### src/rtl/ethz_csa_accu_ctrl.sv
// Carry-save operand accumulator for the SHA-256 datapath: folds a group of operands
// into redundant sum/carry form, then resolves once with a single carry-propagate add.
module ethz_csa_accu_ctrl #(
  parameter  int unsigned WIDTH   = 32,
  parameter  int unsigned MAX_OPS = 8,
  localparam int unsigned CW      = $clog2(MAX_OPS + 1)
) (
  input  logic             clk_i,
  input  logic             rst_ni,
  input  logic             clear_i,
  input  logic             op_valid_i,
  output logic             op_ready_o,
  input  logic [WIDTH-1:0] op_data_i,
  input  logic             op_last_i,
  output logic             res_valid_o,
  input  logic             res_ready_i,
  output logic [WIDTH-1:0] res_data_o,
  output logic [CW-1:0]    res_count_o,
  output logic             res_trunc_o,
  output logic             busy_o
);

  typedef enum logic [1:0] {ACCUM, RESOLVE, OUTPUT} state_e;

  localparam logic [CW-1:0] LAST_CNT = CW'(MAX_OPS - 1);

  function automatic logic [WIDTH-1:0] maj(input logic [WIDTH-1:0] a,
                                           input logic [WIDTH-1:0] b,
                                           input logic [WIDTH-1:0] c);
    maj = (a & b) | (a & c) | (b & c);
  endfunction

  state_e           state_q, state_d;
  logic [WIDTH-1:0] sum_q, sum_d;
  logic [WIDTH-1:0] carry_q, carry_d;
  logic [CW-1:0]    count_q, count_d;
  logic             trunc_q, trunc_d;
  logic [WIDTH-1:0] res_data_q, res_data_d;
  logic [CW-1:0]    res_count_q, res_count_d;
  logic             res_trunc_q, res_trunc_d;

  always_ff @(posedge clk_i or negedge rst_ni) begin
    if (!rst_ni) begin
      state_q     <= ACCUM;
      sum_q       <= '0;
      carry_q     <= '0;
      count_q     <= '0;
      trunc_q     <= 1'b0;
      res_data_q  <= '0;
      res_count_q <= '0;
      res_trunc_q <= 1'b0;
    end else begin
      state_q     <= state_d;
      sum_q       <= sum_d;
      carry_q     <= carry_d;
      count_q     <= count_d;
      trunc_q     <= trunc_d;
      res_data_q  <= res_data_d;
      res_count_q <= res_count_d;
      res_trunc_q <= res_trunc_d;
    end
  end

  always_comb begin
    state_d     = state_q;
    sum_d       = sum_q;
    carry_d     = carry_q;
    count_d     = count_q;
    trunc_d     = trunc_q;
    res_data_d  = res_data_q;
    res_count_d = res_count_q;
    res_trunc_d = res_trunc_q;

    if (clear_i) begin
      // Abort wins over every handshake; the last delivered result stays visible.
      state_d = ACCUM;
      sum_d   = '0;
      carry_d = '0;
      count_d = '0;
      trunc_d = 1'b0;
    end else begin
      unique case (state_q)
        ACCUM: begin
          if (op_valid_i) begin
            sum_d   = sum_q ^ carry_q ^ op_data_i;
            carry_d = maj(sum_q, carry_q, op_data_i) << 1;
            count_d = count_q + CW'(1);
            if (count_q == LAST_CNT) begin
              trunc_d = 1'b1;
              state_d = RESOLVE;
            end else if (op_last_i) begin
              state_d = RESOLVE;
            end
          end
        end
        RESOLVE: begin
          res_data_d  = sum_q + carry_q;
          res_count_d = count_q;
          res_trunc_d = trunc_q;
          sum_d       = '0;
          carry_d     = '0;
          count_d     = '0;
          trunc_d     = 1'b0;
          state_d     = OUTPUT;
        end
        OUTPUT: begin
          if (res_ready_i) state_d = ACCUM;
        end
        default: state_d = ACCUM;
      endcase
    end
  end

  assign op_ready_o  = (state_q == ACCUM);
  assign res_valid_o = (state_q == OUTPUT);
  assign res_data_o  = res_data_q;
  assign res_count_o = res_count_q;
  assign res_trunc_o = res_trunc_q;
  assign busy_o      = (state_q != ACCUM) || (count_q != '0);

endmodule

### config.mk
export PLATFORM = sky130hd
export DESIGN_NAME = ethz_csa_accu_ctrl
export DESIGN_NICKNAME = d
export VERILOG_FILES = /design/src/rtl/ethz_csa_accu_ctrl.sv
export SDC_FILE = /design/constraint.sdc
export NUM_CORES = 1
export LEC_CHECK = 0
export ABC_AREA = 0
export CAP_MARGIN = 5
export CORE_ASPECT_RATIO = 0.7
export CORE_UTILIZATION = 56
export DETAILED_ROUTE_END_ITERATION = 8
export PLACE_DENSITY = 0.8
export REMOVE_ABC_BUFFERS = 1
export SLEW_MARGIN = 15
export SYNTH_ARGS = -nofsm -noshare
export SYNTH_HDL_FRONTEND = slang
export SYNTH_SLANG_ARGS = --single-unit
### constraint.sdc
create_clock -name clk_i -period 3.4 [get_ports clk_i]
set_input_delay 1.02 -clock clk_i [delete_from_list [all_inputs] [get_ports clk_i]]
set_output_delay 1.02 -clock clk_i [all_outputs]
set_load 0.005 [all_outputs]
==> summary.txt <==
Floorplanning
  – Initial Utilization: 0.5755
  – Die Y: 91.16 um
  – Total I/O pin count: 78
  – Core box area: 11,050 um2
  – Die Width: 129.4 um
  – Die area: 11,790 um2
  – Core Rows: 32

Placement
  – Port Buffers: 77
  – Placed Cells: 871
  – Area after DPL: 7307 um2
  – DP Worst Slack: 611.1 ps
  – DP Wirelength: 11.36 mm
  – Final RePlAce weighted congestion: 0.9414

Detailed routing
  – WL final: 15.04 mm
  – Pre-antenna DRT Iters: 5
  – Wire per inst: 16.95 um
  – Post-route DRC violation count: 0
  – DRT antenna net count: 0
  – DR iter-0 viols: 411
  – Vias: 5,193
  – Routed vias/inst: 5.855

Yosys
  – Area contributors post-synth: dfrtp_1 42%, fa_1 9.8%, nand2_1 8.7%
  – Synthesized area: 6360 um2
  – Biggest area consumer among synthesized cells: dfrtp_1
  – Most frequent cell after synthesis: nand2_1
  – Share of the synthesized area in the top cell type: 0.4210
  – Commonest cells post-synth: 147 x nand2_1, 107 x dfrtp_1, 44 x nand3_1
  – Number of flops mapped to enable cells by yosys: 0
  – Synth warn: 0
  – Ys flop type: dfrtp_1
  – Netlist cell types: 49
  – Avg Cell Area, Syn: 9.549 um2
  – Post-synthesis register bit count: 107
  – Async SR Flop Fraction: 1.000
  – Post-synthesis sequential area ratio: 0.4210
  – Post-Syn Instances: 666

Setup path
  – Cell Chain, Critical Path: ha_1 -> inv_1 -> fa_1 -> nand2b_1 -> a21oi_2 -> nor4_4 -> o31ai_4 -> a31oi_1 -> and4b_1 -> or3_1
  – WP data required: 3630 ps
  – Reg2Reg Depth: 10
  – R2R Setup Slk: 570 ps
  – CP arrival: 3060 ps
  – FF-to-FF End: res_data_o[29]$_DFFE_PN0P_
  – Critical path type: flop to flop
  – Buf/Inv on CP: 1
  – Crit. Startpoint: carry_q[1]$_DFFE_PN0P_
  – CP max FO: 5
  – Startpoint Class: flop
  – Setup crit end kind: flop
  – Crit-path max cell delay: 410 ps
  – Slowest-stage cell, CP: dfrtp_1
  – Largest delay share family, worst path: simple AND/OR/NAND/NOR gates
  – Total stage count of the critical path: 10
  – Critical path endpoint: res_data_o[29]$_DFFE_PN0P_
  – RR Startpoint: carry_q[1]$_DFFE_PN0P_

Clock tree
  – CTS resizes: 0
  – Clk Tree Root Cell: clkbuf_16
  – Clk slew on worst S/H paths: 70 ps
  – Num Clock Sinks: 107
  – Skew-Pair Late Insertion Delay: 350 ps
  – CTS tree: built
  – CTS Buffer Depth: 2
  – CTS H-tree lvls: 3
  – CTS Buf Count: 9
  – Post-CTS setup buffers: 0
  – Hold-fix buffers, CTS: 0

Layout
  – Area grow syn2layout: 19.81%
  – Share of layout cells above drive strength 1: 0.05722
  – Final Cell Area: 7620 um2
  – Final core utilization: 0.6895
  – Final #Nets: 831
  – Fin cells: 887
  – Ant. Diodes: 0
  – Fillers: 887

STA
  – Pins Over Slew Limit: 0
  – Final worst slack: 569.9 ps
  – Fmax achieved: 0.3533 GHz
  – Slew @ Worst Pin: 624.1 ps
  – Fin crit share: 0.8324
  – Post-layout min period: 2830 ps
  – Endpoints failing setup: 0
  – Post-Route Skew: 8.095 ps
  – Fin. Hold Viols: 0
  – RSZ-0062 raised after global routing: no
  – Relative slew margins: 0.5794

Power
  – Pwr dens: 499.8 nW/um2
  – VDD IR-drop max: 281.4 uV
  – LEAKAGE: 3.529 nW

Flow run
  – Max-Cap Viols: 0

GRT
  – First-pass GRT wire length: 26.02 mm
  – GRT overflow: 0
  – Vias in the first global route: 5,329
  – Initial antenna violation count: 0
  – Largest net degree at the start of global routing: 52
  – All-Layer GR Usage: 0.2833

Hold path
  – Worst hold path type: flop to flop

Outcome
  – Status: complete, no violations
[flip-flops by register name, summed over array words and instances, names as in the netlist]
| signal | cells |
|---|---|
| res_count_o | 4 |
| trunc_q | 1 |
| carry_q | 31 |
| count_q | 4 |
| res_data_o | 32 |
| sum_q | 32 |
| state_q | 2 |
| res_trunc_o | 1 |
[worst min-delay path by stage]
| stage | startpoint | end | slack, ps | cells past startpoint |
|---|---|---|---|---|
| finish | res_data_o[11]$_DFFE_PN0P_ | res_data_o[11]$_DFFE_PN0P_ | 480 | 2 |
| CTS | res_data_o[11]$_DFFE_PN0P_ | res_data_o[11]$_DFFE_PN0P_ | 490 | 2 |
| detailed placement | trunc_q$_DFFE_PN0P_ | res_trunc_o$_DFFE_PN0P_ | 450 | 2 |
| global route | trunc_q$_DFFE_PN0P_ | res_trunc_o$_DFFE_PN0P_ | 510 | 2 |
| floorplan | trunc_q$_DFFE_PN0P_ | res_trunc_o$_DFFE_PN0P_ | 440 | 2 |
| global placement | trunc_q$_DFFE_PN0P_ | res_trunc_o$_DFFE_PN0P_ | 460 | 2 |
[stage by stage]
step,hold WS [ps],power [W],TNS (ps)
floorplan,439.5,0.002169,-198.9
CTS,486.8,0.003834,0
global route,512.5,0.004035,0
global placement,457.6,0.002672,0
finish,477.6,0.003809,0
detailed placement,452.2,0.002731,0
[cells by family (layout without fill, tap and decap cells)]
group           count (synthesis)  in the layout  synth area share
xor+xnor                       28             28           0.03856
flops                         107            107            0.4210
fa+ha+maj                      64             64            0.1625
buf+inv                        44            112           0.02597
compound gates                159            159            0.1660
simple gates                  263            263            0.1843
mux                             1              1          0.001574
[worst reg2reg max path: stages, from the launching register on]
cell,delay (ps)
dfrtp_1,410
ha_1,200
inv_1,60
fa_1,410
nand2b_1,200
a21oi_2,230
nor4_4,90
o31ai_4,370
a31oi_1,210
and4b_1,220
or3_1,310
[report_power, final]
| group | internal (W) | switching (W) |
|---|---|---|
| Sequential | 0.00148 | 0.000166 |
| Combinational | 0.000533 | 0.000537 |
| Clock | 0.000614 | 0.000481 |
[placed cells by master (no fill, tap or decap), drive strengths merged, types with 3 or more instances in the layout]
cell type / count
o211ai: 3
or2: 3
o21ai: 54
buf: 10
nand2: 147
o21bai: 6
fa: 31
or3: 3
and3: 4
nand2b: 7
o31ai: 6
nand3: 44
inv: 11
a211oi: 3
dfrtp: 107
xnor2: 12
clkbuf: 11
nand4: 6
nor3: 10
a31oi: 5
o21a: 4
a22o: 24
nor2b: 5
xor2: 16
nor2: 26
ha: 33
clkdlybuf4s50: 76
a21oi: 39
a21o: 5
[metal layers]
layer / global-route usage / routed length, um / vias up / part of all wire
li1: - / - / 2452 / -
met1: 0.4150 / 6948 / 2529 / 0.46
met2: 0.4418 / 6894 / 189 / 0.46
met3: 0.05245 / 1014 / 23 / 0.067
met4: 0.05294 / 178 / 0 / 0.012
met5: 0 / 0 / - / 0
[final cells by class]
| cell class | count | area (um2) | area share |
|---|---|---|---|
| Timing Repair Buffer | 86 | 873.3 | 0.1146 |
| Clock inverter | 5 | 60.06 | 0.007882 |
| Multi-Input combinational cell | 515 | 3527 | 0.4629 |
| Inverter | 10 | 37.54 | 0.004926 |
| Tap cell | 153 | 191.4 | 0.02512 |
| Sequential cell | 107 | 2678 | 0.3514 |
| Clock buffer | 11 | 252.7 | 0.03317 |
(Power assumes the default switching activity.)
